$ cat config.mk
export PLATFORM = sky130hd
export DESIGN_NAME = booth_mult_arbiter
export DESIGN_NICKNAME = d
export VERILOG_FILES = /design/src/rtl/booth_pkg.sv /design/src/rtl/booth_mult_arbiter_rr_arbiter.sv /design/src/rtl/booth_mult_arbiter.sv
export SDC_FILE = /design/constraint.sdc
export NUM_CORES = 1
export LEC_CHECK = 0
export CORE_MARGIN = 2
export CORE_UTILIZATION = 42
export DETAILED_ROUTE_END_ITERATION = 10
export HOLD_SLACK_MARGIN = 0.03
export PLACE_DENSITY = 0.82
export SETUP_SLACK_MARGIN = 0.15
export SYNTH_ARGS = -nofsm -noshare
export SYNTH_HDL_FRONTEND = slang
export SYNTH_SLANG_ARGS = --single-unit
$ cat constraint.sdc
create_clock -name clk -period 5.02 [get_ports clk]
set_clock_uncertainty 0.15 [all_clocks]
set_input_delay 1.004 -clock clk [delete_from_list [all_inputs] [get_ports clk]]
set_output_delay 1.004 -clock clk [all_outputs]
set_load 0.005 [all_outputs]
$ cat src/rtl/booth_pkg.sv
// booth_pkg: shared types and constants for the Booth multiplier arbiter.
package booth_pkg;

  // Sequencer states: accept a request, pulse start, wait for the core, return the result.
  typedef enum logic [1:0] {
    IDLE  = 2'd0,
    ISSUE = 2'd1,
    WAIT  = 2'd2,
    RESP  = 2'd3
  } state_e;

  localparam int DEF_N    = 4;
  localparam int DEF_NREQ = 4;

  // Width of a requester index; never narrower than one bit.
  function automatic int id_width(input int nreq);
    return (nreq > 1) ? $clog2(nreq) : 1;
  endfunction

  // Default WAIT-state cycle limit: comfortably above a radix-2 Booth core's latency.
  function automatic int default_timeout(input int n);
    return 4 * n + 8;
  endfunction

endpackage

$ cat src/rtl/booth_mult_arbiter_rr_arbiter.sv
// rr_arbiter: purely combinational round-robin picker. The search starts at
// ptr_i and wraps; the pointer itself is owned by the instantiating block.
module rr_arbiter
  import booth_pkg::*;
#(
  parameter int  NREQ = DEF_NREQ,
  localparam int ID_W = id_width(NREQ)
) (
  input  logic [NREQ-1:0] req_valid_i,
  input  logic [ID_W-1:0] ptr_i,
  output logic [NREQ-1:0] grant_o,
  output logic [ID_W-1:0] grant_id_o,
  output logic            grant_valid_o
);

  logic [ID_W-1:0] idx;

  // Scan from the farthest position back to ptr_i so the nearest valid requester wins.
  always_comb begin
    // NOTE: every output of a combinational block gets a default first; a path
    // that leaves one unassigned would otherwise infer a latch.
    grant_o       = '0;
    grant_id_o    = '0;
    grant_valid_o = 1'b0;
    idx           = '0;
    for (int k = NREQ - 1; k >= 0; k--) begin
      idx = ID_W'((int'(ptr_i) + k) % NREQ);
      if (req_valid_i[idx]) begin
        grant_id_o    = idx;
        grant_valid_o = 1'b1;
      end
    end
    if (grant_valid_o) grant_o[grant_id_o] = 1'b1;
  end

endmodule

$ cat src/rtl/booth_mult_arbiter.sv
// booth_mult_arbiter: shares one N-bit Booth multiplier core between NREQ
// requesters, granting round-robin and returning the signed 2N-bit product
// tagged with the requester index.
// Optional feature: define BOOTH_ARB_TIMEOUT_EN to bound the WAIT state by
// TIMEOUT cycles; on expiry the response carries rsp_data=0 and rsp_err=1.
module booth_mult_arbiter
  import booth_pkg::*;
#(
  parameter int  N       = DEF_N,
  parameter int  NREQ    = DEF_NREQ,
  parameter int  TIMEOUT = default_timeout(N),
  localparam int ID_W    = id_width(NREQ)
) (
  input  logic              clk,
  input  logic              rst,
  input  logic [NREQ-1:0]   req_valid,
  output logic [NREQ-1:0]   req_ready,
  input  logic [NREQ*N-1:0] req_a,
  input  logic [NREQ*N-1:0] req_b,
  output logic              rsp_valid,
  input  logic              rsp_ready,
  output logic [ID_W-1:0]   rsp_id,
  output logic [2*N-1:0]    rsp_data,
  output logic              rsp_err,
  output logic              mult_start,
  output logic [N-1:0]      mult_a,
  output logic [N-1:0]      mult_b,
  input  logic [2*N-1:0]    mult_data,
  input  logic              mult_done,
  output logic              busy
);

  if (NREQ < 2 || N < 1 || TIMEOUT < 1) begin : g_param_check
    $error("booth_mult_arbiter: NREQ must be >= 2, N and TIMEOUT >= 1");
  end

  state_e          state_q, state_d;
  logic [ID_W-1:0] ptr_q, ptr_d;
  logic [ID_W-1:0] id_q, id_d;
  logic [N-1:0]    op_a_q, op_a_d;
  logic [N-1:0]    op_b_q, op_b_d;
  logic [2*N-1:0]  data_q, data_d;

  logic [NREQ-1:0] grant;
  logic [ID_W-1:0] grant_id;
  logic            grant_valid;
  logic            accept;
  logic            timeout_hit;
  logic [N-1:0]    sel_a, sel_b;

  rr_arbiter #(.NREQ(NREQ)) u_rr_arbiter (
    .req_valid_i   (req_valid),
    .ptr_i         (ptr_q),
    .grant_o       (grant),
    .grant_id_o    (grant_id),
    .grant_valid_o (grant_valid)
  );

  // Offer the grant only while idle; held low during reset so nothing looks accepted.
  assign req_ready  = (state_q == IDLE && !rst) ? grant : '0;
  assign accept     = (state_q == IDLE) && !rst && grant_valid;

  assign mult_start = (state_q == ISSUE);
  assign mult_a     = op_a_q;
  assign mult_b     = op_b_q;
  assign rsp_valid  = (state_q == RESP);
  assign rsp_id     = id_q;
  assign rsp_data   = data_q;
  assign busy       = (state_q != IDLE);

  // One-hot operand mux driven by the arbiter grant.
  always_comb begin
    sel_a = '0;
    sel_b = '0;
    for (int i = 0; i < NREQ; i++) begin
      if (grant[i]) begin
        sel_a = req_a[i*N +: N];
        sel_b = req_b[i*N +: N];
      end
    end
  end

`ifdef BOOTH_ARB_TIMEOUT_EN
  localparam int TW = $clog2(TIMEOUT + 1);
  logic [TW-1:0] tmr_q;
  logic          err_q;

  assign timeout_hit = (tmr_q == TW'(TIMEOUT - 1));
  assign rsp_err     = err_q;

  // WAIT-cycle counter: held at zero outside WAIT so each WAIT entry starts fresh.
  always_ff @(posedge clk or posedge rst) begin
    if (rst)                    tmr_q <= '0;
    else if (state_q == WAIT)   tmr_q <= tmr_q + 1'b1;
    else                        tmr_q <= '0;
  end

  // Timeout flag: set on expiry, held through the response, cleared by the next accept.
  always_ff @(posedge clk or posedge rst) begin
    if (rst)                                               err_q <= 1'b0;
    else if (accept)                                       err_q <= 1'b0;
    else if (state_q == WAIT && !mult_done && timeout_hit) err_q <= 1'b1;
  end
`else
  assign timeout_hit = 1'b0;
  assign rsp_err     = 1'b0;
`endif

  // Next-state and datapath updates; stray mult_done outside WAIT is ignored.
  always_comb begin
    state_d = state_q;
    ptr_d   = ptr_q;
    id_d    = id_q;
    op_a_d  = op_a_q;
    op_b_d  = op_b_q;
    data_d  = data_q;
    case (state_q)
      IDLE: begin
        if (accept) begin
          op_a_d  = sel_a;
          op_b_d  = sel_b;
          id_d    = grant_id;
          ptr_d   = (grant_id == ID_W'(NREQ - 1)) ? '0 : grant_id + 1'b1;
          state_d = ISSUE;
        end
      end
      ISSUE: state_d = WAIT;
      WAIT: begin
        if (mult_done) begin
          data_d  = mult_data;
          state_d = RESP;
        end else if (timeout_hit) begin
          data_d  = '0;
          state_d = RESP;
        end
      end
      RESP: begin
        if (rsp_ready) state_d = IDLE;
      end
      default: state_d = IDLE;
    endcase
  end

  // State and datapath registers; reset aborts any operation without a response.
  always_ff @(posedge clk or posedge rst) begin
    if (rst) begin
      state_q <= IDLE;
      ptr_q   <= '0;
      id_q    <= '0;
      op_a_q  <= '0;
      op_b_q  <= '0;
      data_q  <= '0;
    end else begin
      // NOTE: registers take non-blocking assignments so every flop samples
      // pre-edge values regardless of statement or process order.
      state_q <= state_d;
      ptr_q   <= ptr_d;
      id_q    <= id_d;
      op_a_q  <= op_a_d;
      op_b_q  <= op_b_d;
      data_q  <= data_d;
    end
  end

endmodule

==> run metrics <==
share of cells above drive strength 1=7.87%; post-synth top area cell=dfrtp_1; GRT Total Usage=18.3%; Post-CTS Setup Inserts=0; HPWL Detailed=about 2800 um; First DRT Iteration DRCs=137; fin crit share=about nine tenths; ranking of synthesized cells by area=dfrtp_1, a21oi_1, mux2_2; crit path kind=input port to output port; ANT nets after route=0; I/O Pins=74; port buffer count=72; largest net degree at the start of global routing=25; final WL=3380 um; largest family of logic cells by synthesized area=compound AO/OA/AOI/OAI gates; Max clock buf depth=2; Total Neg Setup Slack=0 ns; Critical Path Source Type=input port; Die Span Y=60.8 um; DR WL/cell=13.0 um; remaining global-route overflow=0; area growth from synthesis to layout=56.3%; clock sink count=22; Yosys top cell area share=between 40% and 50%; row cnt=20; number of global-route vias before repair=1,247; pwr/cell area=between 400 and 500 mW/mm^2; overall power=between 0.001 and 0.0015 W; Slew headroom=a little under half; via density per instance=just under 5; commonest non-fill, non-tap cells in the layout=clkdlybuf4s50_1, a21oi_1, dfrtp_1; Syn Nets=approximately 210; n_diodes=0; Synth cell types=26; # H-tree levels=1; die area=0.00370 mm^2; FF-to-FF End=mult_a[0]; static leakage=0.902 nW; via count=1,269; WP data required=3.87 ns; Worst R2R Setup Slack=2.69 ns; Nets=274; fmax=0.219 GHz; post-synthesis cell area=0.00136 mm^2; Slew @ Worst Pin=0.802 ns; fraction of the mapped netlist area in adder cells=~7.4%; sequential fraction of the synthesis area=40.6%; final setup fails=0; minimum clock period=4.57 ns; Final Max Tran Viols=0; cell count after synthesis=149; syn avg cell area=9.09 um^2; first-pass GRT wire length=5220 um; Post-Synth XOR/XNOR Area=0%; worst setup path endpoint=req_ready[3]; Synth Area in Compound Gates=19.2%; RSZ-0062 raised after global routing=false; Clk pin slew, worst setup/hold paths=0.11 ns; Setup crit end kind=output port; clk root buf=clkbuf_4; Hold WC Path Type=flip-flop to flip-flop; DRT Pass-1 Iters=4; core area=0.00305 mm^2; worst vdd ir=0.287 mV; commonest non-fill, non-tap cell in the layout=clkdlybuf4s50_1; Max Cap Viol=0; die width=60.8 um; final hold vios=0; Synth Area in Simple Gates=around 14%; Arrival @ worst endpoint=3.42 ns; Placer Congestion=~0.85; Initial Utilization=44.4%; DRC errors left=0; worst-skew pair later-pin latency=approximately 0.29 ns; post-cts gate resize count=0; status=finished, final reports clean; hold_buf cts=0; critical path launch point=req_valid[0]; crit path max fanout=17; FF-to-FF Start=ptr_q[0]; number of warnings issued by yosys=0; #FFs+latches synth=22; CTS tree=yes; CTS buffer count=3; Worst R2R Path Depth=9; mux contribution to synthesized area=a little over a tenth; antenna violations before repair=0
## cells by family (layout without fill, tap and decap cells)
family,after synthesis,count (layout)
other,1,1
buffers and inverters,26,93
DFF,22,22
AOI/OAI and AO/OA,45,45
and+or+nand+nor,34,34
adders and majority gates,8,8
muxes,13,13
## Yosys cell counts
master / instances
a21oi_1: 25
a221o_1: 1
a22oi_1: 8
a2bb2oi_1: 1
and2_1: 4
buf_2: 4
buf_4: 2
clkbuf_1: 4
conb_1: 1
dfrtp_1: 22
ha_1: 8
inv_1: 15
inv_2: 1
mux2_1: 3
mux2_2: 9
mux2i_1: 1
nand2_1: 11
nor2_1: 10
nor2b_1: 5
nor3_1: 1
nor3_4: 1
nor3b_1: 1
nor4_4: 1
o21ai_0: 8
o22ai_1: 1
o32a_1: 1
## power breakdown
| group | total, W | switching (W) | internal, W |
|---|---|---|---|
| logic | 0.000627 | 0.000268 | 0.000359 |
| registers | 0.000328 | 0.0000588 | 0.000269 |
| clock network | 0.0000735 | 0.0000456 | 0.0000278 |
## per-layer routing
metal  global-route usage, %  part of all wire [%]
met5                       0                     0
met4                    5.28                  0.44
met3                    3.41                   9.1
met2                    33.8                    49
met1                    21.6                    42
## worst min-delay path by stage
stage                 from           to  slack, ns  cells past startpoint
3_3_place_gp   rsp_data[0]  rsp_data[0]       0.34                      1
5_1_grt          rsp_id[1]    rsp_id[1]       0.37                      1
6_report         rsp_id[1]    rsp_id[1]       0.34                      1
4_1_cts          rsp_id[1]    rsp_id[1]       0.35                      1
2_1_floorplan    rsp_id[1]    rsp_id[1]       0.33                      1
3_5_place_dp     rsp_id[1]    rsp_id[1]       0.33                      1
## critical path, cell delays in order
cell and delay [ns]:
clkdlybuf4s50_1 0.48, nor2b_1 0.17, nor3b_1 0.24, o22ai_1 0.21, inv_1 0.12, ha_1 0.49
and2_1 0.20, clkdlybuf4s50_1 0.49
## registers in the layout, summed over array words and instances (netlist names)
| signal | cells |
|---|---|
| rsp_id | 2 |
| ptr_q | 2 |
| state_q | 2 |
| mult_b | 4 |
| rsp_data | 8 |
| mult_a | 4 |
## metrics by stage
| stage | util [%] | hold WS, ns | instance area [um^2] | worst slack, ns | std cells |
|---|---|---|---|---|---|
| floorplan | - | 0.333 | 1360 | 1.59 | 149 |
| global placement | 68.6 | 0.337 | 2100 | 0.605 | 257 |
| detailed placement | 68.6 | 0.327 | 2100 | 0.457 | 257 |
| CTS | 69.4 | 0.354 | 2120 | 0.447 | 260 |
| global route | 69.4 | 0.366 | 2120 | 0.292 | 260 |
| finish | 69.4 | 0.344 | 2120 | 0.451 | 260 |
## layout make-up
type	instances	area [um^2]
fill	261	935
multi-input combinational	101	694
timing repair buffer	74	736
sequential	22	551
inverter	16	60.1
tap	44	55.1
clock buffer	3	22.5
Note: power is estimated with default switching activity, not from simulation.
